$ cat src/rtl/johnson_decoder_8bit.sv
// johnson_decoder_8bit: decodes sampled 8-bit Johnson counter words into a 0..15 position
// and tracks whether successive samples follow the counting sequence.
module johnson_decoder_8bit (
    input  logic       clk,
    input  logic       reset,
    input  logic [7:0] code_in,
    input  logic       code_valid,
    output logic [3:0] index,
    output logic       index_valid,
    output logic       illegal_code,
    output logic       seq_error,
    output logic       locked,
    output logic [7:0] wrap_count,
    output logic [7:0] err_count
);
    typedef enum logic [1:0] {UNLOCKED, ACQUIRE, LOCKED} state_t;
    state_t state, state_nxt;
    logic [3:0] pop, dec_index, index_nxt;
    logic [2:0] edges;
    logic       legal, in_order, take, seq_nxt, ill_nxt, wrap_evt;
    logic [7:0] wrap_nxt, err_nxt;
    always_comb begin
        pop   = '0;
        edges = '0;
        for (int i = 0; i < 8; i++) pop += {3'b0, code_in[i]};
        for (int i = 0; i < 7; i++) edges += {2'b0, code_in[i] ^ code_in[i+1]};
    end
    // A Johnson word has at most one boundary between its run of ones and run of zeros.
    assign legal     = edges <= 3'd1;
    assign dec_index = (code_in[7] || code_in == 8'h00) ? pop : 4'd0 - pop;
    assign in_order  = dec_index == index + 4'd1;
    assign take      = code_valid && legal;
    always_comb begin
        state_nxt = !code_valid ? state
                  : !legal ? UNLOCKED
                  : (state != UNLOCKED && in_order) ? LOCKED : ACQUIRE;
        index_nxt = take ? dec_index : index;
        ill_nxt   = code_valid && !legal;
        seq_nxt   = take && state == LOCKED && !in_order;
        wrap_evt  = take && state == LOCKED && in_order && index == 4'd15;
        wrap_nxt  = (wrap_evt && wrap_count != 8'hFF) ? wrap_count + 8'd1 : wrap_count;
        err_nxt   = ((ill_nxt || seq_nxt) && err_count != 8'hFF) ? err_count + 8'd1 : err_count;
    end
    always_ff @(posedge clk or posedge reset) begin
        if (reset) begin
            state        <= UNLOCKED;
            index        <= '0;
            index_valid  <= 1'b0;
            illegal_code <= 1'b0;
            seq_error    <= 1'b0;
            wrap_count   <= '0;
            err_count    <= '0;
        end else begin
            state        <= state_nxt;
            index        <= index_nxt;
            index_valid  <= take;
            illegal_code <= ill_nxt;
            seq_error    <= seq_nxt;
            wrap_count   <= wrap_nxt;
            err_count    <= err_nxt;
        end
    end
    assign locked = state == LOCKED;
endmodule

$ cat config.mk
export PLATFORM = sky130hd
export DESIGN_NAME = johnson_decoder_8bit
export DESIGN_NICKNAME = d
export VERILOG_FILES = /design/src/rtl/johnson_decoder_8bit.sv
export SDC_FILE = /design/constraint.sdc
export NUM_CORES = 1
export LEC_CHECK = 0
export CORE_ASPECT_RATIO = 1.2
export CORE_UTILIZATION = 53
export CTS_BUF_LIST = sky130_fd_sc_hd__clkbuf_4 sky130_fd_sc_hd__clkbuf_8
export CTS_CLUSTER_SIZE = 16
export DETAILED_ROUTE_END_ITERATION = 10
export PLACE_DENSITY = 0.88
export SLEW_MARGIN = 20
export SYNTH_ARGS = -nofsm -noshare
export SYNTH_HDL_FRONTEND = slang
export SYNTH_SLANG_ARGS = --single-unit
$ cat constraint.sdc
create_clock -name clk -period 2.67 [get_ports clk]
set_input_delay 0.4005 -clock clk [delete_from_list [all_inputs] [get_ports clk]]
set_output_delay 0.4005 -clock clk [all_outputs]
set_load 0.01 [all_outputs]
==> results.md <==
- Synth Instances: 161
- Compound-cell area share of the yosys netlist: 8.58%
- Crit path kind: input port to flop
- Fraction of registers with async set/reset: 100%
- CP required: 2900 ps
- CTS Hold Bufs: 0
- Clock-pin slew on the worst setup and hold paths: 130 ps
- Area share of xor/xnor cells in the synthesized design: 13.9%
- GPL Wtd Cong: 0.811
- Power per cell area: 822 nW/um^2
- Measured slew at the worst slew-check pin: 347 ps
- Pleak: 1.29 nW
- Commonest non-fill, non-tap cell in the layout: buf_4
- Share of cells above drive strength 1: 37.9%
- CTS tree: built
- Setup slack, reg-to-reg: 160 ps
- ANT cells: 0
- RR Startpoint: index[0]
- Failing checks: setup timing
- Mux cell area share after synthesis: 2.61%
- Core Area: 3030 sq um
- Congestion Overflow GR: 0
- RSZ-0062 raised after global routing: yes
- GR peak layer: met2
- Post-synth EDFFs: 0
- Via Count: 1,525
- Via density: 5.63
- Final max-slew violation count: 0
- Pre-CTS worst setup slack: -2420 ps
- Max_slew headroom: 76.6%
- Fin crit period: 4250 ps
- Die Span X: 53.3 microns
- Area Growth Syn to Fin: 52.5%
- Maximum vdd drop: 0.000635 V
- Reg2reg end: wrap_count[0]
- Total GRT Usage: 29.1%
- Clock Sinks: 25
- Reg2Reg Depth: 8
- Met1 Use GR: 30.2%
- DRC viols: 0
- Setup TNS: -29,180 ps
- Syn nets: 191
- Clock skew: 6.52 ps
- Synthesized area: 1680 sq um
- Fillers: 150
- Routed length per instance: 16.9 microns
- Fmax: 235 MHz
- CP startpoint kind: input port
- Final wirelength: 4570 microns
- CTS Buffer Depth: 2
- Num rows: 22
- Synthesis-stage register bit count: 25
- Crit end category: flop
- Die ar.: 3390 sq um
- Max Cap Violations: 0
- Cell variety after synth: 33
- Layout Nets: 266
- Area of the multi-input gates: 1140 sq um
- Clk_lat worst skew: 330 ps
- Final hold viol count: 0
- Post-Synth Adder-Cell Area: 17.3%
- Most frequent cells in the layout: buf_4, clkdlybuf4s50_1, dfrtp_1
- Clock Root Buffer: clkbuf_4
- Sequential cell area: 626 sq um
- Buffers added on ports: 34
- Initial antenna violation count: 0
- First-pass GRT wire length: 7160 microns
- Share of the yosys chip area belonging to registers: 37.3%
- Fin crit share: 159%
- Worst EP arrival: 4480 ps
- Worst setup margin: -1580 ps
- Total CTS buffers: 3
- Simple-Gate Fraction of Synth Area: 15.4%
- Status: finished, violations left
- Final ANT Viol Nets: 0
- Synth Flop Type: dfrtp_1
- Met3 Usage GRT: 5.07%
- Number of H-tree levels: 1
- Die height: 63.6 microns
- Met2 usage: 54.1%
- Starting Density: 55.4%
- Worst-path fanout max: 6
- Post-Syn Area per Cell: 10.4 sq um
- Post-DP HPWL: 3120 microns
- Largest family of logic cells by synthesized area: adder cells
- Number of detailed-route iterations in the first pass: 4
- Setup violators final: 22
- Yosys warning total: 0
- Min-delay worst type: input port to async pin
- Vias in the first global route: 1,597
- Initial drt markers: 39
- Largest net degree at the start of global routing: 26
- I/O pin total: 35
-- stage by stage --
stage          power (mW)  std cells  instance area [sq um]  hold WS, ps  utilization (%)
2_1_floorplan        1.18        161                   1730          428                -
3_3_place_gp         1.58        258                   2320          479             76.7
3_5_place_dp         1.65        258                   2320          487             76.7
4_1_cts              1.99        267                   2470          417             81.7
5_1_grt              2.21        271                   2560          459             84.5
6_report             2.10        271                   2560          399             84.5
-- synthesized netlist by cell type, types with 4 or more instances --
cell type  count  area (sq um)
a21oi_1        6          30.0
and3_1         6          37.5
dfrtp_1       25           626
fa_1           7           140
ha_1          12           150
inv_1         22          82.6
nand2_1        8          30.0
nand3_1       10          50.1
nand4_1        4          25.0
nor2_1         6          22.5
nor3_2         4          40.0
o21ai_0        5          25.0
xnor2_1       14           123
xor2_1        10          87.6
-- final cells by class --
| cell class | instances | share of cell area (%) |
|---|---|---|
| Clock buffer | 4 | 1.17 |
| Sequential cell | 25 | 24.5 |
| Tap cell | 36 | 1.76 |
| Multi-Input combinational cell | 114 | 44.6 |
| Timing Repair Buffer | 70 | 24.2 |
| Inverter | 22 | 3.82 |
-- how the worst max path moves through the flow --
stage | startpoint | to | slack (ps)
after floorplan | code_in[3] | err_count[1] | -1720
after global placement | code_in[3] | err_count[1] | -2370
after detailed placement | code_in[3] | err_count[1] | -2420
after CTS | code_in[3] | wrap_count[5] | -1680
after global routing | code_in[1] | wrap_count[7] | -1680
final | code_in[1] | wrap_count[0] | -1580
-- timing repair --
action,in CTS,in global routing
cloned,1,0
endpoints found under the setup margin,25,24
setup buffers,4,5
pin swaps,21,23
resized for setup,49,21
-- routing by layer --
layer | share of wire (%) | vias up
met5 | 0 | -
met4 | 3.7 | 0
met3 | 4.9 | 22
met2 | 56 | 54
met1 | 36 | 759
li1 | - | 690
-- sequential cells by signal, indices dropped and copies added (netlist names) --
name / flops
err_count: 8
wrap_count: 8
index: 4
state: 2
illegal_code: 1
index_valid: 1
seq_error: 1
-- logic make-up (layout without fill, tap and decap cells) --
| group | after synthesis | in the layout |
|---|---|---|
| simple gates | 45 | 45 |
| flops | 25 | 25 |
| fa+ha+maj | 19 | 19 |
| compound gates | 21 | 21 |
| mux | 4 | 4 |
| xor+xnor | 25 | 25 |
| buf+inv | 22 | 96 |
-- worst max-delay path, cell delays in order --
cell and delay (ps):
buf_8 80, inv_4 30, fa_1 560, fa_1 440, fa_1 510, inv_2 50
ha_4 160, fa_2 580, inv_2 60, ha_4 210, mux2i_4 170, xnor2_2 90
or3_4 410, a211o_4 340, buf_4 160, buf_6 110, xnor2_2 120
-- power by group --
group	total [mW]	leakage (nW)	switching [mW]	internal [mW]
clock	0.182	0.0184	0.113	0.0689
combinational	1.33	0.943	0.591	0.738
sequential	0.592	0.324	0.117	0.476
total	2.10	1.29	0.821	1.28
(Power assumes the default switching activity.)
